## config.mk

```make
export PLATFORM = sky130hd
export DESIGN_NAME = tiny32_bus_arbiter_flat
export DESIGN_NICKNAME = d
export VERILOG_FILES = /design/src/rtl/tiny32_bus_arbiter_if.sv /design/src/rtl/tiny32_bus_arbiter.sv /design/src/flat_wrapper.sv
export SDC_FILE = /design/constraint.sdc
export NUM_CORES = 1
export LEC_CHECK = 0
export ABC_AREA = 1
export BUFFER_PORTS_ARGS = -buffer_cell sky130_fd_sc_hd__buf_2
export CAP_MARGIN = 10
export CORE_AREA = 4 4 118 120
export CTS_CLUSTER_SIZE = 16
export DETAILED_ROUTE_END_ITERATION = 16
export DIE_AREA = 0 0 122 124
export PLACE_DENSITY_LB_ADDON = 0.2
export SETUP_SLACK_MARGIN = 0.3
export SLEW_MARGIN = 25
export SYNTH_ARGS = -nofsm -noshare
export SYNTH_HDL_FRONTEND = slang
export SYNTH_SLANG_ARGS = --single-unit
export TNS_END_PERCENT = 10
```

## constraint.sdc

```tcl
create_clock -name clk -period 2.65 [get_ports clk]
set_clock_uncertainty 0.05 [all_clocks]
set_input_delay 0.265 -clock clk [delete_from_list [all_inputs] [get_ports clk]]
set_output_delay 0.265 -clock clk [all_outputs]
set_load 0.01 [all_outputs]
```

## src/rtl/tiny32_bus_arbiter_if.sv

```systemverilog
// Bus bundle shared by the tiny32 core, the DMA master, the memory and the
// arbiter that sits between them.
//
// Handshake: a master requests by driving any of its active-low strobes
// (nrd low or any nwr bit low). The access completes on the posedge where
// its request is high and its ready is high. Ready is held high while the
// master is idle, so a ready with no request carries no meaning. The master
// keeps address, data and strobes stable until that completion edge.
interface tiny32_bus_arbiter_if;
  // tiny32 core
  logic [31:0] cpu_address;
  logic [31:0] cpu_data_out;
  logic [31:0] cpu_data_in;
  logic        cpu_nrd;
  logic [3:0]  cpu_nwr;
  logic        cpu_ready;

  // DMA master
  logic [31:0] dma_address;
  logic [31:0] dma_wdata;
  logic [31:0] dma_rdata;
  logic        dma_nrd;
  logic [3:0]  dma_nwr;
  logic        dma_ready;

  // Shared memory
  logic [31:0] mem_address;
  logic [31:0] mem_data_out;
  logic [31:0] mem_data_in;
  logic        mem_nrd;
  logic [3:0]  mem_nwr;
  logic        mem_ready;

  // Arbiter view: master requests and the memory response come in; ready and
  // read data go back to the masters and the muxed request goes to memory.
  modport slave (
    input  cpu_address, cpu_data_out, cpu_nrd, cpu_nwr,
    output cpu_data_in, cpu_ready,
    input  dma_address, dma_wdata, dma_nrd, dma_nwr,
    output dma_rdata, dma_ready,
    output mem_address, mem_data_out, mem_nrd, mem_nwr,
    input  mem_data_in, mem_ready
  );

  // Environment view: the masters and the memory model around the arbiter.
  modport master (
    output cpu_address, cpu_data_out, cpu_nrd, cpu_nwr,
    input  cpu_data_in, cpu_ready,
    output dma_address, dma_wdata, dma_nrd, dma_nwr,
    input  dma_rdata, dma_ready,
    input  mem_address, mem_data_out, mem_nrd, mem_nwr,
    output mem_data_in, mem_ready
  );
endinterface

```

## src/rtl/tiny32_bus_arbiter.sv

```systemverilog
// Shares one memory bus between the tiny32 core and a DMA master.
// A registered three-state grant FSM (idle / CPU / DMA) picks the owner,
// round-robin or fixed priority on ties. A watchdog bounds how long one
// ownership may last; when it expires the owner is aborted (ready forced
// high, read data all ones) and the sticky bus_error flag is raised.
module tiny32_bus_arbiter #(
  parameter int PRIORITY       = 0,   // 0 round-robin, 1 CPU wins ties, 2 DMA wins ties
  parameter int TIMEOUT_CYCLES = 255  // longest ownership in clocks, at least 2
) (
  input  logic                       clk,
  input  logic                       nreset,
  tiny32_bus_arbiter_if.slave        bus,
  input  logic                       err_clr,
  output logic [1:0]                 grant,
  output logic                       bus_error
);

  localparam int WD_W = (TIMEOUT_CYCLES > 2) ? $clog2(TIMEOUT_CYCLES) : 1;
  // Count value during the last clock an ownership is allowed to last.
  localparam logic [WD_W-1:0] WD_LAST = WD_W'(TIMEOUT_CYCLES - 1);

  // The encoding doubles as the grant output.
  typedef enum logic [1:0] {
    ST_IDLE = 2'b00,
    ST_CPU  = 2'b01,
    ST_DMA  = 2'b10
  } state_e;

  state_e          state_q, state_d;
  logic            last_dma_q, last_dma_d;     // 1: DMA was granted most recently
  logic            abort_cpu_q, abort_cpu_d;
  logic            abort_dma_q, abort_dma_d;
  logic [WD_W-1:0] wd_cnt_q, wd_cnt_d;
  logic            bus_error_q, bus_error_d;

  logic            req_cpu, req_dma;
  logic            elig_cpu, elig_dma;
  logic            tie_to_cpu;
  logic            wd_fire;
  logic            set_abort_cpu, set_abort_dma;

  // Decode requests; an aborted master is ignored until it drops its strobes.
  always_comb begin
    req_cpu  = !bus.cpu_nrd || (bus.cpu_nwr != 4'hF);
    req_dma  = !bus.dma_nrd || (bus.dma_nwr != 4'hF);
    elig_cpu = req_cpu && !abort_cpu_q;
    elig_dma = req_dma && !abort_dma_q;
  end

  // Tie break when both masters become eligible while the bus is idle.
  always_comb begin
    case (PRIORITY)
      1:       tie_to_cpu = 1'b1;
      2:       tie_to_cpu = 1'b0;
      default: tie_to_cpu = last_dma_q;
    endcase
  end

  // Grant FSM: next owner, watchdog expiry and the resulting abort requests.
  always_comb begin
    state_d       = state_q;
    set_abort_cpu = 1'b0;
    set_abort_dma = 1'b0;
    wd_fire       = (state_q != ST_IDLE) && (wd_cnt_q == WD_LAST);
    unique case (state_q)
      ST_IDLE: begin
        if (elig_cpu && elig_dma) begin
          state_d = tie_to_cpu ? ST_CPU : ST_DMA;
        end else if (elig_cpu) begin
          state_d = ST_CPU;
        end else if (elig_dma) begin
          state_d = ST_DMA;
        end
      end
      ST_CPU: begin
        if (wd_fire) begin
          set_abort_cpu = 1'b1;
          state_d       = elig_dma ? ST_DMA : ST_IDLE;
        end else if (!req_cpu) begin
          // Hand over directly to a waiting DMA with no idle bubble.
          state_d = elig_dma ? ST_DMA : ST_IDLE;
        end
      end
      ST_DMA: begin
        if (wd_fire) begin
          set_abort_dma = 1'b1;
          state_d       = elig_cpu ? ST_CPU : ST_IDLE;
        end else if (!req_dma) begin
          state_d = elig_cpu ? ST_CPU : ST_IDLE;
        end
      end
      default: state_d = ST_IDLE;
    endcase
  end

  // Bookkeeping beside the FSM: aborts, round-robin history, watchdog, error flag.
  always_comb begin
    // An abort is released once its master is seen idle at a clock edge.
    abort_cpu_d = set_abort_cpu || (abort_cpu_q && req_cpu);
    abort_dma_d = set_abort_dma || (abort_dma_q && req_dma);

    last_dma_d = last_dma_q;
    if (state_d != state_q) begin
      if (state_d == ST_CPU) begin
        last_dma_d = 1'b0;
      end else if (state_d == ST_DMA) begin
        last_dma_d = 1'b1;
      end
    end

    // Every ownership change restarts the watchdog from zero.
    if (state_d != state_q) begin
      wd_cnt_d = '0;
    end else if (state_q != ST_IDLE) begin
      wd_cnt_d = wd_cnt_q + WD_W'(1);
    end else begin
      wd_cnt_d = '0;
    end

    // A new watchdog event beats a clear arriving in the same cycle.
    if (wd_fire) begin
      bus_error_d = 1'b1;
    end else if (err_clr) begin
      bus_error_d = 1'b0;
    end else begin
      bus_error_d = bus_error_q;
    end
  end

  // State registers; reset leaves DMA as last served so the CPU wins the first tie.
  always_ff @(posedge clk or negedge nreset) begin
    if (!nreset) begin
      state_q     <= ST_IDLE;
      last_dma_q  <= 1'b1;
      abort_cpu_q <= 1'b0;
      abort_dma_q <= 1'b0;
      wd_cnt_q    <= '0;
      bus_error_q <= 1'b0;
    end else begin
      state_q     <= state_d;
      last_dma_q  <= last_dma_d;
      abort_cpu_q <= abort_cpu_d;
      abort_dma_q <= abort_dma_d;
      wd_cnt_q    <= wd_cnt_d;
      bus_error_q <= bus_error_d;
    end
  end

  // Memory request mux: strobes are gated by the registered owner, so an
  // asynchronous reset removes them at once.
  always_comb begin
    bus.mem_address  = bus.cpu_address;
    bus.mem_data_out = bus.cpu_data_out;
    bus.mem_nrd      = 1'b1;
    bus.mem_nwr      = 4'hF;
    case (state_q)
      ST_CPU: begin
        bus.mem_nrd = bus.cpu_nrd;
        bus.mem_nwr = bus.cpu_nwr;
      end
      ST_DMA: begin
        bus.mem_address  = bus.dma_address;
        bus.mem_data_out = bus.dma_wdata;
        bus.mem_nrd      = bus.dma_nrd;
        bus.mem_nwr      = bus.dma_nwr;
      end
      default: ;
    endcase
  end

  // Ready and read data back to the masters; an idle master is never stalled.
  always_comb begin
    bus.cpu_ready   = !req_cpu || ((state_q == ST_CPU) && bus.mem_ready) || abort_cpu_q;
    bus.dma_ready   = !req_dma || ((state_q == ST_DMA) && bus.mem_ready) || abort_dma_q;
    bus.cpu_data_in = abort_cpu_q ? 32'hFFFF_FFFF : bus.mem_data_in;
    bus.dma_rdata   = abort_dma_q ? 32'hFFFF_FFFF : bus.mem_data_in;
  end

  assign grant     = state_q;
  assign bus_error = bus_error_q;

endmodule

```

## src/flat_wrapper.sv

```systemverilog
// flat-port wrapper written by rule: the top's interface ports become plain ports
module tiny32_bus_arbiter_flat 
#(
  parameter int PRIORITY       = 0,                                                     
  parameter int TIMEOUT_CYCLES = 255                                            
)
  (clk, nreset, err_clr, grant, bus_error, bus_cpu_address, bus_cpu_data_out, bus_cpu_nrd, bus_cpu_nwr, bus_cpu_data_in, bus_cpu_ready, bus_dma_address, bus_dma_wdata, bus_dma_nrd, bus_dma_nwr, bus_dma_rdata, bus_dma_ready, bus_mem_address, bus_mem_data_out, bus_mem_nrd, bus_mem_nwr, bus_mem_data_in, bus_mem_ready);
  tiny32_bus_arbiter_if bus_i ();
  input  logic clk;
  input  logic nreset;
  input  logic err_clr;
  output logic [1:0] grant;
  output logic bus_error;
  input wire logic [$bits(bus_i.cpu_address)-1:0] bus_cpu_address;
  input wire logic [$bits(bus_i.cpu_data_out)-1:0] bus_cpu_data_out;
  input wire logic [$bits(bus_i.cpu_nrd)-1:0] bus_cpu_nrd;
  input wire logic [$bits(bus_i.cpu_nwr)-1:0] bus_cpu_nwr;
  output wire logic [$bits(bus_i.cpu_data_in)-1:0] bus_cpu_data_in;
  output wire logic [$bits(bus_i.cpu_ready)-1:0] bus_cpu_ready;
  input wire logic [$bits(bus_i.dma_address)-1:0] bus_dma_address;
  input wire logic [$bits(bus_i.dma_wdata)-1:0] bus_dma_wdata;
  input wire logic [$bits(bus_i.dma_nrd)-1:0] bus_dma_nrd;
  input wire logic [$bits(bus_i.dma_nwr)-1:0] bus_dma_nwr;
  output wire logic [$bits(bus_i.dma_rdata)-1:0] bus_dma_rdata;
  output wire logic [$bits(bus_i.dma_ready)-1:0] bus_dma_ready;
  output wire logic [$bits(bus_i.mem_address)-1:0] bus_mem_address;
  output wire logic [$bits(bus_i.mem_data_out)-1:0] bus_mem_data_out;
  output wire logic [$bits(bus_i.mem_nrd)-1:0] bus_mem_nrd;
  output wire logic [$bits(bus_i.mem_nwr)-1:0] bus_mem_nwr;
  input wire logic [$bits(bus_i.mem_data_in)-1:0] bus_mem_data_in;
  input wire logic [$bits(bus_i.mem_ready)-1:0] bus_mem_ready;
  assign bus_i.cpu_address = bus_cpu_address;
  assign bus_i.cpu_data_out = bus_cpu_data_out;
  assign bus_i.cpu_nrd = bus_cpu_nrd;
  assign bus_i.cpu_nwr = bus_cpu_nwr;
  assign bus_cpu_data_in = bus_i.cpu_data_in;
  assign bus_cpu_ready = bus_i.cpu_ready;
  assign bus_i.dma_address = bus_dma_address;
  assign bus_i.dma_wdata = bus_dma_wdata;
  assign bus_i.dma_nrd = bus_dma_nrd;
  assign bus_i.dma_nwr = bus_dma_nwr;
  assign bus_dma_rdata = bus_i.dma_rdata;
  assign bus_dma_ready = bus_i.dma_ready;
  assign bus_mem_address = bus_i.mem_address;
  assign bus_mem_data_out = bus_i.mem_data_out;
  assign bus_mem_nrd = bus_i.mem_nrd;
  assign bus_mem_nwr = bus_i.mem_nwr;
  assign bus_i.mem_data_in = bus_mem_data_in;
  assign bus_i.mem_ready = bus_mem_ready;
  tiny32_bus_arbiter #(.PRIORITY(PRIORITY), .TIMEOUT_CYCLES(TIMEOUT_CYCLES)) u_core (.clk(clk), .nreset(nreset), .bus(bus_i), .err_clr(err_clr), .grant(grant), .bus_error(bus_error));
endmodule
```

==> impl_metrics.json <==
{
  "instances_no_fill": 916,
  "clkSinkCount": 14,
  "yosysWarnings": 0,
  "cp_top_family": "simple AND/OR/NAND/NOR gates",
  "diodes": 0,
  "rsz0062_at_grt": "true",
  "period_share_pct": 82.9,
  "routed_via_density": 3.97,
  "leakage_uw": 0.00272,
  "drt_pass1_iterations": 4,
  "cp_slowest_cell": "dfrtp_1",
  "wl_met1_um": 4560,
  "synth_cell_types": 25,
  "power.density_nw_per_um2": 726,
  "num_vias": 3635,
  "root_buffer": "clkbuf_16",
  "switching_share_pct": 54.8,
  "layout_common_cells": "buf_2, nand2_1, inv_1",
  "avgSynthCellArea_um2": 5.07,
  "synth_top_family_by_area": "simple AND/OR/NAND/NOR gates",
  "p_sw_uw": 1620,
  "startpoint_type": "register",
  "setup_viol": 0,
  "syn2layout_area_growth_pct": 81.8,
  "seq_power_share_pct": 10.0,
  "synth_simple_gate_area_share_pct": 63.1,
  "cpPeakStageDelay_ns": 0.43,
  "final_common_cell": "buf_2",
  "required_ns": 2.77,
  "syn_inst": 441,
  "clockBufferDepth": 2,
  "path_max_fanout": 9,
  "fin_util_pct": 31.3,
  "drt_iter0_markers": 148,
  "post-place-cells": 911,
  "ys_async_sr_fraction_pct": 100,
  "grt_usage_pct": 13.6,
  "routed_wl_um": 12100,
  "grt_max_degree": 55,
  "maxCapViolCount": 0,
  "intPower_uw": 1340,
  "yosys.area_share.adder_pct": 3.92,
  "syn_area_um2": 2240,
  "tightest_slew_ns": 0.346,
  "setup_tns_ns": 0,
  "wl_met2_um": 6090,
  "synth-compound-area-share_pct": 1.62,
  "htree_num_levels": 1,
  "hold_path.class": "primary input to register",
  "top_layer": "met5",
  "clk_latency_ns": 0.24,
  "fin_hold_ws_ns": 0.176,
  "drtAntennaViolNets": 0,
  "hold_viol_final": 0,
  "max_freq_ghz": 0.455,
  "fp.dieH_um": 124,
  "muxShareOfSynthArea_pct": 0,
  "synth_largest_area_cell": "nand2_1",
  "cts_tree": "built",
  "portBuffers": 311,
  "cpMostUsedCell": "nand2_1",
  "ios": 312,
  "fin_crit_ns": 2.20,
  "arrival_ns": 2.32,
  "syn-num-nets": 622,
  "p_comb_share_pct": 80.1,
  "row_count": 42,
  "clk_pin_slew_ns": 0.04,
  "die-area_um2": 15100,
  "ys.flop_type": "dfrtp_1",
  "fp.coreArea_um2": 13000,
  "grt_pass1_wl_um": 16400,
  "post-dp-hpwl_um": 10300,
  "die_w_um": 122,
  "slew_viol_final": 0,
  "start_util_pct": 17.2,
  "wl_per_cell_um": 13.2,
  "synth_xor_area_share_pct": 2.35,
  "yosysSeqAreaShare_pct": 15.7,
  "peakVddDrop_mv": 0.333,
  "p_clk_share_pct": 9.9,
  "grt_pass1_vias": 3203,
  "overflow": 0,
  "cts_setup_buffers": 0,
  "ys_ff_latch": 14,
  "antenna_found_initial": 1,
  "wl_met3_um": 1350,
  "synth_top_area_share_pct": 48.5,
  "synth-edff-count": 0,
  "slew-limit-headroom_pct": 77.0,
  "crit_chain": "inv_1 -> ha_1 -> inv_1 -> nand2_1 -> nor2_2 -> nand2_4 -> nand2_1 -> nand2_1 -> nand3_1 -> nand3_2 -> nand2_1 -> inv_1 -> ha_1 -> inv_1 -> nand2_2 -> nand2_1 -> nand2_1",
  "status": "finished, final reports clean",
  "crit_buf_inv": 4,
  "cp-end-kind": "register",
  "criticalPathCategory": "register to register",
  "drc": 0,
  "nets": 922,
  "cts-buffers-inserted": 3,
  "gp_congestion": 0.799,
  "drive_above_1_share_pct": 47.4,
  "synth_area_leaders": "nand2_1, dfrtp_1, inv_1, ha_1, nand3_1"
}
==> repair_timing <==
action | CTS | global route
hold endpoints to repair | 13 | 0
gates resized for setup | 1 | 2
hold buffers | 1 | 0
endpoints found under the setup margin | 2 | 41
gates cloned | 0 | 0
==> metrics by stage <==
| step | total power (uW) | area, um2 | setup WS, ns |
|---|---|---|---|
| 2_1_floorplan | 1700 | 2240 | 0.625 |
| 3_5_place_dp | 2690 | 3960 | 0.507 |
| 5_1_grt | 3250 | 4070 | 0.294 |
| 6_report | 2950 | 4070 | 0.453 |
| 3_3_place_gp | 2720 | 3960 | 0.512 |
| 4_1_cts | 3010 | 4050 | 0.271 |
==> sequential cells by signal (all words and copies together) (netlist names) <==
register / flops
u_core.wd_cnt_q: 8
u_core.grant: 2
u_core.abort_cpu_q: 1
u_core.abort_dma_q: 1
u_core.bus_error: 1
u_core.last_dma_q: 1
==> cells in the mapped netlist, types with 3 or more instances <==
cell and number:
inv_1 47, ha_1 7, nand2_4 3, o21ai_0 3, nor2_2 3, nand3_2 3
nand2_1 289, buf_1 3, xor2_1 4, dfrtp_1 13, nor3_2 8, nand3_1 17
nand2_2 8, nor2_1 3, clkbuf_1 17
==> logic make-up (layout without fill, tap and decap cells) <==
group	after synthesis	after routing
flops	14	14
buf+inv	72	371
simple gates	336	336
xor+xnor	6	6
fa+ha+maj	7	7
compound gates	6	6
==> worst register-to-register path, cell delays in order (launching register included) <==
cell,delay (ns)
dfrtp_1,0.43
inv_1,0.16
ha_1,0.24
inv_1,0.05
nand2_1,0.05
nor2_2,0.12
nand2_4,0.10
nand2_1,0.07
nand2_1,0.05
nand3_1,0.07
nand3_2,0.09
nand2_1,0.09
inv_1,0.06
ha_1,0.28
inv_1,0.08
nand2_2,0.05
nand2_1,0.05
nand2_1,0.04
==> metal layers <==
layer  global-route usage, %  vias to the layer above
met3                    3.41                        8
met1                    16.4                     1516
li1                        -                     1893
met5                       0                        -
met2                    24.9                      216
met4                    1.75                        2
==> final cells by class <==
| class | instances | area (um2) |
|---|---|---|
| Multi-Input combinational cell | 355 | 1600 |
| Fill cell | 1488 | 8910 |
| Tap cell | 176 | 220 |
| Sequential cell | 14 | 352 |
| Inverter | 49 | 186 |
| Timing Repair Buffer | 318 | 1630 |
| Clock buffer | 4 | 78.8 |
==> power groups by stage <==
stage | Combinational [uW] | Sequential (uW) | Clock, uW
final | 2360 | 295 | 291
after global routing | 2640 | 301 | 313
after CTS | 2410 | 293 | 300
after detailed placement | 2400 | 296 | 0
after global placement | 2430 | 295 | 0
after floorplan | 1410 | 294 | 0
==> path summary, 6_finish.rpt <==
check	to	from	slack, ns	cells past startpoint
max	u_core.last_dma_q$_DFFE_PN1P_	u_core.grant[0]$_DFF_PN0_	0.45	17
min	u_core.bus_error$_DFFE_PN0P_	err_clr	0.18	2
min in group asynchronous	u_core.wd_cnt_q[2]$_DFF_PN0_	nreset	0.41	2
max reg2reg	u_core.last_dma_q$_DFFE_PN1P_	u_core.grant[0]$_DFF_PN0_	0.45	17
min reg2reg	u_core.last_dma_q$_DFFE_PN1P_	u_core.last_dma_q$_DFFE_PN1P_	0.41	2
max in group asynchronous	u_core.last_dma_q$_DFFE_PN1P_	nreset	1.85	2
Power figures use the tool's default switching activity.
